### config.mk
export PLATFORM = sky130hd
export DESIGN_NAME = ahb_resp_mux_n
export DESIGN_NICKNAME = d
export VERILOG_FILES = /design/src/rtl/ahb_resp_mux_n.sv
export SDC_FILE = /design/constraint.sdc
export NUM_CORES = 1
export LEC_CHECK = 0
export CORE_MARGIN = 4
export CORE_UTILIZATION = 37
export CTS_CLUSTER_SIZE = 16
export DETAILED_ROUTE_END_ITERATION = 8
export PLACE_DENSITY_LB_ADDON = 0.15
export SLEW_MARGIN = 25
export SYNTH_ARGS = -nofsm -noshare
export SYNTH_HDL_FRONTEND = slang
export SYNTH_SLANG_ARGS = --single-unit
### constraint.sdc
create_clock -name HCLK -period 5.6 [get_ports HCLK]
set_clock_uncertainty 0.15 [all_clocks]
set_input_delay 0.84 -clock HCLK [delete_from_list [all_inputs] [get_ports HCLK]]
set_output_delay 0.84 -clock HCLK [all_outputs]
set_load 0.1 [all_outputs]
### src/rtl/ahb_resp_mux_n.sv
// AHB-Lite response multiplexer for N subordinates: forwards the selected
// subordinate's data phase, answers bad decodes itself and aborts stalled transfers.
module ahb_resp_mux_n #(
    parameter int DATA_WIDTH         = 32,
    parameter int NO_OF_SUBORDINATES = 4,
    parameter int TIMEOUT            = 16
) (
    input  logic                                     HCLK,
    input  logic                                     HRESETn,
    input  logic [NO_OF_SUBORDINATES-1:0]            HSEL,
    input  logic [1:0]                               HTRANS,
    input  logic [NO_OF_SUBORDINATES*DATA_WIDTH-1:0] HRDATA_S,
    input  logic [2*NO_OF_SUBORDINATES-1:0]          HRESP_S,
    input  logic [NO_OF_SUBORDINATES-1:0]            HREADYOUT_S,
    input  logic                                     CLR_STATUS,
    output logic [DATA_WIDTH-1:0]                    HRDATA,
    output logic [1:0]                               HRESP,
    output logic                                     HREADY,
    output logic [7:0]                               ERR_CNT,
    output logic                                     TIMEOUT_FLAG
);

    // state | meaning
    // IDLE  | no data phase in progress, mux answers OKAY
    // SUB   | data phase owned by the subordinate in sel_q
    // ERR1  | first (wait) cycle of a mux-generated ERROR
    // ERR2  | second (ready) cycle of a mux-generated ERROR
    typedef enum logic [1:0] {IDLE, SUB, ERR1, ERR2} state_t;

    localparam int N  = NO_OF_SUBORDINATES;
    localparam int IW = (N > 1) ? $clog2(N) : 1;
    localparam int CW = (TIMEOUT > 0) ? $clog2(TIMEOUT + 1) : 1;
    localparam logic [CW-1:0] WD_LAST = (TIMEOUT > 0) ? CW'(TIMEOUT - 1) : '0;

    state_t          state, state_nxt;
    logic [N-1:0]    sel_q;
    logic            act_q;
    logic [CW-1:0]   wd_cnt, wd_cnt_nxt;
    logic [IW-1:0]   sel_idx;
    logic            sub_ready;
    logic [1:0]      sub_resp;
    logic [DATA_WIDTH-1:0] sub_data;
    logic            wd_fire;

    always_comb begin
        sel_idx = '0;
        for (int i = 0; i < N; i++) begin
            if (sel_q[i]) sel_idx = IW'(i);
        end
    end

    assign sub_ready = HREADYOUT_S[sel_idx];
    assign sub_resp  = HRESP_S[2*sel_idx +: 2];
    assign sub_data  = HRDATA_S[sel_idx*DATA_WIDTH +: DATA_WIDTH];

    // Fires on the last wait cycle; a ready on that same cycle wins.
    assign wd_fire = (TIMEOUT > 0) && (state == SUB) && !sub_ready && (wd_cnt == WD_LAST);

    always_comb begin
        HREADY = 1'b1;
        HRESP  = 2'b00;
        HRDATA = '0;
        case (state)
            SUB: begin
                if (act_q) begin
                    HREADY = sub_ready;
                    HRESP  = sub_resp;
                    HRDATA = sub_data;
                end
            end
            ERR1: begin
                HREADY = 1'b0;
                HRESP  = 2'b01;
            end
            ERR2:    HRESP = 2'b01;
            default: ;
        endcase
    end

    always_comb begin
        state_nxt  = state;
        wd_cnt_nxt = wd_cnt;
        case (state)
            ERR1: state_nxt = ERR2;
            SUB: begin
                if (wd_fire)
                    state_nxt = ERR1;
                else if (!sub_ready && TIMEOUT > 0)
                    wd_cnt_nxt = CW'(wd_cnt + 1'b1);
            end
            default: ;
        endcase
        if (HREADY) begin
            wd_cnt_nxt = '0;
            if (HTRANS[1])
                state_nxt = $onehot(HSEL) ? SUB : ERR1;
            else
                state_nxt = IDLE;
        end
    end

    always_ff @(posedge HCLK or negedge HRESETn) begin
        if (!HRESETn) begin
            state        <= IDLE;
            sel_q        <= '0;
            act_q        <= 1'b0;
            wd_cnt       <= '0;
            ERR_CNT      <= '0;
            TIMEOUT_FLAG <= 1'b0;
        end else begin
            state  <= state_nxt;
            wd_cnt <= wd_cnt_nxt;
            if (HREADY) begin
                sel_q <= HSEL;
                act_q <= HTRANS[1];
            end
            if (CLR_STATUS)
                ERR_CNT <= '0;
            else if (state_nxt == ERR1 && ERR_CNT != 8'hFF)
                ERR_CNT <= ERR_CNT + 8'd1;
            if (CLR_STATUS)
                TIMEOUT_FLAG <= 1'b0;
            else if (wd_fire)
                TIMEOUT_FLAG <= 1'b1;
        end
    end

endmodule

==> reports/qor.yml, run 1 <==
path_buf_inv: 3
synth-edff-count: 0
pwr_density_cell_nw_per_um2: 374
drv_cap: 0
cts_num_sinks: 20
rsz0062_at_grt: "no"
synthesis.area_per_instance_um2: 6.74
clock_latency_ns: 0.26
yosysMostFrequentCell: "nor2_1"
cp-end-kind: "output port"
cts_hold_buf: 0
dp_slack_ns: 1.23
synth_cell_types: 41
cts_buffers: 3
num_vias: 3219
yosys-top-cells-count: "105 x nor2_1, 75 x a21oi_1, 33 x mux2i_1"
holdPathStages: 2
grt_pass1_vias: 2971
ys_ff_latch: 20
arrival_ns: 3.41
cp_top_family: "buffers and inverters"
coreArea_um2: 6460
post_cts_buffers: 0
r2r_end: "ERR_CNT[3]"
hold_viol_final: 0
drt_first_pass_iters: 7
crit_path_max_fanout: 11
place_area_um2: 4390
grt_pass1_wl_um: 16500
synth.largest_area_cell: "dfrtp_1"
start_util_pct: 38.6
yosysWarnings: 0
cts_tree: "built"
whs_ns: 0.350
clk_path_buf_depth: 2
portBuffers: 191
reg2reg_from: "state[1]"
ys.flop_type: "dfrtp_1"
placedCellCount: 613
syn_to_final_growth_pct: 78.4
hp-start: "wd_cnt[4]"
drc_errors: 0
dieArea_um2: 8110
vias_per_cell: 5.22
cp-start-kind: "input pin"
nets: 701
setup_tns_ns: 0
worst_path_largest_cell_delay_ns: 1.03
vdd_ir_drop_max_mv: 0.382
synth_nets: 530
cpMostUsedCell: "clkdlybuf4s50_1"
min_period_over_period_pct: 78.5
max_freq_ghz: 0.227
min_to: "wd_cnt[4]"
leakagePower_nw: 1.82
hpwl_um: 8190
finalInstanceArea_um2: 4450
ys_async_sr_fraction_pct: 100
antenna_found_initial: 1
die_h_um: 90.1
clkSlewWorstSetupHoldPaths_ns: 0.07
drt-total-wl_um: 10400
hp-class: "reg2reg"
r2r_setup_slack_ns: 2.20
fin_util_pct: 68.8
place_congestion: 0.828
setup_viol: 0
ys_top_cells_by_area: "dfrtp_1 20%, nor2_1 16%, a21oi_1 15%"
synth_top_area_share_pct: 20.1
worst_ep_required_time_ns: 4.61
syn_inst: 370
period_minus_slack_ns: 4.40
detail-route-antenna-nets: 0
max_slew_margin_pct: 30.9
cts_max_level: 1
tightest_slew_ns: 1.03
globalRouteTotalUtil_pct: 24.7
netlist_area_um2: 2490
diodes: 0
grt_overflow: 0
drive_gt1_share_pct: 3.52
rr_worst_depth: 9
yosysSeqAreaShare_pct: 20.1
finalWorstSetupSlack_ns: 1.20
cts_root_buffer: "clkbuf_8"
path_cells: "clkdlybuf4s50_1 > mux2i_2 > o311ai_4 > o21ai_2 > clkinv_2 > clkdlybuf4s50_1"
placementRows: 29
fp.dieW_um: 90.1
power_mw: 1.66
layoutNonFillerInstCount: 617
cp_slowest_cell: "clkdlybuf4s50_1"
initialDrtViolationCount: 130
wire_per_inst_um: 16.9
status: "completed"
path_class: "in2out"
post_cts_resized: 0
grt_max_degree: 65
slew_violations: 0
num_io_pins: 193
==> sequential cells by signal (all words and copies together) (netlist names) <==
| signal | flops |
|---|---|
| ERR_CNT | 8 |
| wd_cnt | 5 |
| sel_q | 3 |
| state | 2 |
| TIMEOUT_FLAG | 1 |
| act_q | 1 |
==> cell usage in the layout (no fill, tap or decap), drive strengths merged, types with 2 or more instances in the layout <==
cell / n
or4: 7
buf: 4
inv: 12
a21oi: 75
o211ai: 2
clkdlybuf4s50: 191
or4b: 2
a31oi: 2
nor2: 105
nand3: 8
mux2i: 34
nor2b: 3
o21ai: 7
and3: 4
ha: 10
nor4: 2
dfrtp: 20
o31ai: 8
nand2: 23
a21o: 2
clkbuf: 4
==> worst register-to-register path, cell delays in order (launching register included) <==
cell and delay [ns]:
dfrtp_1 0.44, inv_1 0.10, ha_1 0.27, nand2_1 0.09
buf_4 0.25, o21ai_2 0.51, clkinv_2 0.27, a211oi_2 0.73
nor4_1 0.17, mux2_2 0.31
==> final cells by class <==
cell class / instances / area [µm²]
Clock buffer: 4 / 55.1
Fill cell: 556 / 2010
Inverter: 13 / 50.0
Multi-Input combinational cell: 308 / 1800
Sequential cell: 20 / 504
Tap cell: 77 / 96.3
Timing Repair Buffer: 195 / 1940
==> routing by layer <==
metal  GRT usage [%]  wire length, µm
met3            5.84              751
met1            30.9             4340
met4            7.40              288
met2            42.1             5020
met5               0               19
==> worst max path at each step <==
stage,startpoint,endpoint,slack (ns),cells past startpoint
after floorplan,state[1],HRESP[1],0.66,5
after global placement,HREADYOUT_S[0],HREADY,1.27,6
after detailed placement,HREADYOUT_S[0],HREADY,1.23,6
after CTS,HREADYOUT_S[0],HREADY,1.22,6
after global routing,HREADYOUT_S[0],HREADY,1.06,6
final,HREADYOUT_S[0],HREADY,1.20,6
==> cells by family (layout without fill, tap and decap cells) <==
kind of cell | Yosys count | count (layout) | share of synthesized area [%]
compound gates | 103 | 103 | 24.7
fa+ha+maj | 11 | 11 | 5.82
buf+inv | 42 | 212 | 7.78
flops | 20 | 20 | 20.1
mux | 35 | 35 | 14.3
simple gates | 159 | 159 | 27.3
==> report_power, final <==
group | total, mW | internal (mW) | switching (mW)
Sequential | 0.237 | 0.179 | 0.0579
Clock | 0.111 | 0.0627 | 0.0483
Combinational | 1.31 | 0.461 | 0.852
Power figures use the tool's default switching activity.
==> run 2, diff against run 1 <==
CORE_UTILIZATION = 34   (was 37)
clock period = 4.25 ns   (was 5.6 ns; I/O delays follow)
==> run 2 against run 1 <==
  * Critical endpoint is now ERR_CNT[1]
  * Combinational power is 30% higher
  * Worst setup slack got worse by 0.35 ns
  * Non-clock buffer count rose by 1
  * Via count decreased by 0.19%
  * Critical path depth grew 6
  * Hold slack got worse by 0.17 ns
  * Final cell count rose by 3.2%
  * Global-route usage fell by 2.7 points
  * Flip-flop and latch count did not move
  * Sequential power rose by 43%
  * Register-to-register slack got worse by 0.90 ns
  * Routed wire length increased by 0.69%
==> reports/qor.yml, run 2 (synthesis gave the netlist of run 1 again) <==
period_minus_slack_ns: 3.40
seqCellArea_um2: 504  # unchanged
setup_tns_ns: 0  # unchanged
clkSlewWorstSetupHoldPaths_ns: 0.08  # about the same
hp-class: "in2async"
multiInputGateArea_um2: 1800  # +0.35%
placementRows: 30  # +3.4%
cts_max_level: 1  # unchanged
place_congestion: 0.821  # -0.83%
vias_per_cell: 5.04  # -3.3%
drt-total-wl_um: 10500  # +0.69%
cts_root_buffer: "clkbuf_8"
antenna_found_initial: 0  # -1
dieArea_um2: 8760  # +8.0%
diodes: 0  # unchanged
clock_latency_ns: 0.26  # about the same
largest_register_ffs: 8  # unchanged
max_slew_margin_pct: 34.4  # +3.5 points
slew_violations: 0  # unchanged
rsz0062_at_grt: "no"
nets: 702  # +0.14%
drt_first_pass_iters: 4  # -3
fillers: 650  # +17%
detail-route-antenna-nets: 0  # unchanged
max_freq_ghz: 0.294
grt_max_degree: 71  # +9.2%
initialDrtViolationCount: 105  # -19%
worst_ep_required_time_ns: 4.28  # -0.33 ns
path_class: "in2reg"
grt_pass1_vias: 2959  # -0.40%
vdd_ir_drop_max_mv: 0.690  # +80%
fp.dieW_um: 93.6  # +3.9%
cts_hold_buf: 0  # unchanged
num_io_pins: 193  # unchanged
portBuffers: 191  # unchanged
status: "completed"
mostFrequentLayoutCells: "155 x clkdlybuf4s50_1, 105 x nor2_1, 75 x a21oi_1"
layout_commonest_cell: "clkdlybuf4s50_1"
post_cts_resized: 0  # unchanged
cts_num_sinks: 20  # unchanged
crit_path_max_fanout: 7  # -4
setup_viol: 0  # unchanged
cp-end-kind: "flop"
cp-start-kind: "input pin"
arrival_ns: 3.43  # +0.02 ns
die_h_um: 93.6  # +3.9%
leakagePower_nw: 1.90  # +4.5%
reg_top3: "ERR_CNT (8), wd_cnt (5), sel_q (3)"
tightest_slew_ns: 0.981  # -0.0521 ns
clk_path_buf_depth: 2  # unchanged
syn_to_final_growth_pct: 76.8
pwr_density_cell_nw_per_um2: 506  # +35%
wire_per_inst_um: 16.5  # -2.5%
num_vias: 3213  # -0.19%
grt_pass1_wl_um: 15600  # -5.1%
top_register: "ERR_CNT"
fin_util_pct: 63.5  # -5.4 points
hold_viol_final: 0  # unchanged
start_util_pct: 35.9  # -2.7 points
drv_cap: 0  # unchanged
min_period_over_period_pct: 80.0
drive_gt1_share_pct: 10.5  # +7.0 points
grt_overflow: 0  # unchanged
hpwl_um: 8220  # +0.39%
globalRouteTotalUtil_pct: 22.0  # -2.7 points
cts_buffers: 3  # unchanged
cts_tree: "built"
coreArea_um2: 6940  # +7.5%
drc_errors: 0  # unchanged
r2r_setup_slack_ns: 1.30  # -0.90 ns
post_cts_buffers: 0  # unchanged
==> run 2: changes by cell type in the layout (fill, tap and decap cells not counted) <==
| cell | before | now |
|---|---|---|
| clkdlybuf4s50_1 | 191 | 155 |
| buf_4 | 4 | 40 |
| nor4_2 | 0 | 1 |
| nor4_1 | 2 | 1 |
| bufinv_16 | 0 | 1 |
| buf_2 | 0 | 1 |
| clkbuf_8 | 4 | 3 |
==> run 2: stage by stage <==
step / power (mW) / std cells / worst slack (ns) / instance area, µm² / hold slack (ns)
after floorplan: 1.67 / 370 / 0.682 / 2500 / 0.192
after global placement: 2.00 / 633 / 0.661 / 4340 / 0.310
after detailed placement: 2.03 / 633 / 0.578 / 4340 / 0.334
after CTS: 2.23 / 637 / 0.872 / 4410 / 0.351
after global routing: 2.41 / 637 / 0.711 / 4410 / 0.200
final: 2.23 / 637 / 0.850 / 4410 / 0.176
==> run 2: final timing paths <==
path | startpoint | cells past startpoint | endpoint
setup / recovery | HSEL[0] | 12 | ERR_CNT[1]
hold / removal | HRESETn | 1 | ERR_CNT[1]
max in group asynchronous | HRESETn | 1 | sel_q[1]
hold reg to reg | wd_cnt[4] | 2 | wd_cnt[4]
min in group HCLK | wd_cnt[4] | 2 | wd_cnt[4]
setup reg to reg | sel_q[1] | 8 | ERR_CNT[3]
==> run 2: routing by layer <==
metal / wire length [µm] / share of wire, % / global-route usage, %
met3: 842 / 8.0 / 4.83
met4: 156 / 1.5 / 4.45
met2: 5090 / 49 / 38.6
met5: 0 / 0 / 0
met1: 4400 / 42 / 27.6
==> run 2: layout make-up <==
cell class / instances / area share (%)
Clock buffer: 3 / 0.937
Clock inverter: 1 / 0.681
Inverter: 13 / 1.14
Multi-Input combinational cell: 308 / 40.9
Sequential cell: 20 / 11.4
Tap cell: 96 / 2.73
Timing Repair Buffer: 196 / 42.1
==> run 2: critical path, cell delays in order <==
cell	delay [ns]
clkdlybuf4s50_1	0.45
inv_1	0.05
fa_1	0.52
inv_1	0.05
ha_1	0.18
ha_1	0.27
nor2_1	0.05
nand4_1	0.07
o21bai_1	0.26
nand2_1	0.22
or4b_1	0.53
a21oi_1	0.14
==> run 2: report_power, final <==
| group | switching [mW] | internal, mW |
|---|---|---|
| clock network | 0.0641 | 0.126 |
| logic | 1.10 | 0.597 |
| registers | 0.104 | 0.235 |
| total | 1.27 | 0.958 |
==> run 3, diff against run 2 <==
CORE_UTILIZATION = 31   (was 34)
clock period = 2.82 ns   (was 4.25 ns; I/O delays follow)
==> run 3 against run 2 <==
  * Global-route usage up 1.9 points
  * Register-to-register slack got worse by 0.98 ns
  * Routed wire length up 12%
  * Sequential power up 33%
  * Core utilization is 3.0 points higher
  * First-iteration DRC count up 6.7%
  * Via count is 4.5% higher
==> reports/qor.yml, run 3 (synthesis gave the netlist of run 1 again) <==
r2r_end: "ERR_CNT[3]"
worst_ep_required_time_ns: 2.83  # -1.45 ns
whs_ns: 0.272  # +0.0953 ns
tightest_slew_ns: 0.667  # -0.314 ns
mostFrequentLayoutCells: "144 x clkdlybuf4s50_1, 81 x nor2_1, 73 x a21oi_1"
cp-start-kind: "input pin"
top_register: "ERR_CNT"
num_vias: 3357  # +4.5%
hp-start: "HSEL[3]"
cts_max_level: 1  # unchanged
power_mw: 3.98  # +79%
cts_buffers: 3  # unchanged
rr_worst_depth: 9  # +1
initialDrtViolationCount: 112  # +6.7%
wire_per_inst_um: 17.8  # +7.8%
placementRows: 32  # +6.7%
reg2reg_from: "wd_cnt[0]"
dieArea_um2: 9540  # +8.8%
r2r_setup_slack_ns: 0.32  # -0.98 ns
status: "completed"
cts_tree: "built"
arrival_ns: 2.71  # -0.72 ns
drc_errors: 0  # unchanged
max_freq_ghz: 0.371
clock_latency_ns: 0.27  # about the same
grt_pass1_wl_um: 18700  # +20%
leakagePower_nw: 2.13  # +12%
setup_viol: 0  # unchanged
fin_util_pct: 66.4  # +3.0 points
rsz0062_at_grt: "no"
place_area_um2: 4990  # +15%
crit_path_max_fanout: 7  # unchanged
vdd_ir_drop_max_mv: 0.679  # -1.6%
cts_num_sinks: 20  # unchanged
die_h_um: 97.7  # +4.3%
largest_register_ffs: 8  # unchanged
holdPathStages: 3
nets: 723  # +3.0%
max_slew_margin_pct: 55.4  # +21 points
num_io_pins: 193  # unchanged
antenna_found_initial: 0  # unchanged
place_congestion: 0.883  # +7.5%
grt_overflow: 0  # unchanged
cts_root_buffer: "clkbuf_8"
clkSlewWorstSetupHoldPaths_ns: 0.09  # about the same
syn_to_final_growth_pct: 107
vias_per_cell: 5.06  # +0.23%
fp.dieW_um: 97.7  # +4.3%
clk_path_buf_depth: 2  # unchanged
diodes: 0  # unchanged
coreArea_um2: 7770  # +12%
grt_pass1_vias: 3325  # +12%
drt_first_pass_iters: 4  # unchanged
start_util_pct: 32.1  # -3.8 points
dp_slack_ns: -0.641  # -1.22 ns
finalWorstSetupSlack_ns: 0.124  # -0.726 ns
hp-class: "in2reg"
drt-total-wl_um: 11800  # +12%
finalInstanceArea_um2: 5160  # +17%
hold_viol_final: 0  # unchanged
min_to: "sel_q[3]"
portBuffers: 191  # unchanged
slew_violations: 0  # unchanged
cp-end-kind: "flop"
layout_commonest_cell: "clkdlybuf4s50_1"
detail-route-antenna-nets: 0  # unchanged
hpwl_um: 9370  # +14%
reg_top3: "ERR_CNT (8), wd_cnt (5), sel_q (3)"
globalRouteTotalUtil_pct: 23.9  # +1.9 points
path_class: "in2reg"
fillers: 674  # +3.7%
drv_cap: 0  # unchanged
min_period_over_period_pct: 95.6
period_minus_slack_ns: 2.70
drive_gt1_share_pct: 22.6  # +12 points
pwr_density_cell_nw_per_um2: 772  # +53%
grt_max_degree: 54  # -24%
## run 3: changes by cell type in the layout (fill, tap and decap cells not counted), moves of 3 or more
cell	change
buf_12	+37
buf_4	-9
clkbuf_2	+3
clkdlybuf4s50_1	-11
ha_1	-3
nor2_1	-24
nor2_2	+23
## run 3: worst max-delay path by stage
stage	end	startpoint	cells after the start	slack, ns
after floorplan	HRDATA[7]	sel_q[1]	8	-0.34
after global placement	ERR_CNT[1]	HSEL[0]	12	-0.53
after detailed placement	ERR_CNT[1]	HSEL[0]	12	-0.64
after CTS	ERR_CNT[7]	HSEL[3]	12	0.02
after global routing	ERR_CNT[3]	HSEL[3]	12	0.04
final	ERR_CNT[3]	HSEL[3]	12	0.12
## run 3: per-layer routing
layer | track usage (%) | part of all wire [%] | vias to the layer above
met5 | 0 | 0 | -
met4 | 6.28 | 2.5 | 0
met3 | 4.45 | 6.6 | 18
met2 | 42.5 | 50 | 136
met1 | 29.5 | 41 | 1533
li1 | - | - | 1670
## run 3: layout make-up
cell class / instances / area (µm²) / share of cell area [%]
Clock buffer: 3 / 41.3 / 0.800
Clock inverter: 1 / 30.0 / 0.582
Inverter: 13 / 53.8 / 1.04
Multi-Input combinational cell: 309 / 1960 / 38.0
Sequential cell: 20 / 504 / 9.77
Tap cell: 102 / 128 / 2.47
Timing Repair Buffer: 216 / 2440 / 47.3
## run 3: timing repair
action | 4_1_cts | 5_1_grt
resized for setup | 13 | 14
hold buffers | 0 | 0
cloned | 1 | 0
pin swaps | 7 | 8
buffers inserted | 1 | 2
setup endpoints to repair | 8 | 9
## run 3: where the power goes
group          switching, mW  internal, mW  total, mW
clock                  0.106         0.190      0.296
sequential            0.0947         0.356      0.450
combinational           1.96          1.28       3.24
total                   2.16          1.83       3.98
## run 3: worst max-delay path: stages
cell and delay, ns:
clkbuf_2 0.09, inv_2 0.04, fa_1 0.52, inv_1 0.05
ha_2 0.18, ha_4 0.28, nor2_4 0.04, nand2_1 0.06
o2111a_2 0.26, a31oi_4 0.08, nor4_2 0.33, mux2_2 0.36
## run 3: through the flow
stage,std cells,setup TNS (ns)
2_1_floorplan,370,-2.97
3_3_place_gp,656,-3.71
3_5_place_dp,656,-4.66
4_1_cts,662,0
5_1_grt,664,0
6_report,664,0
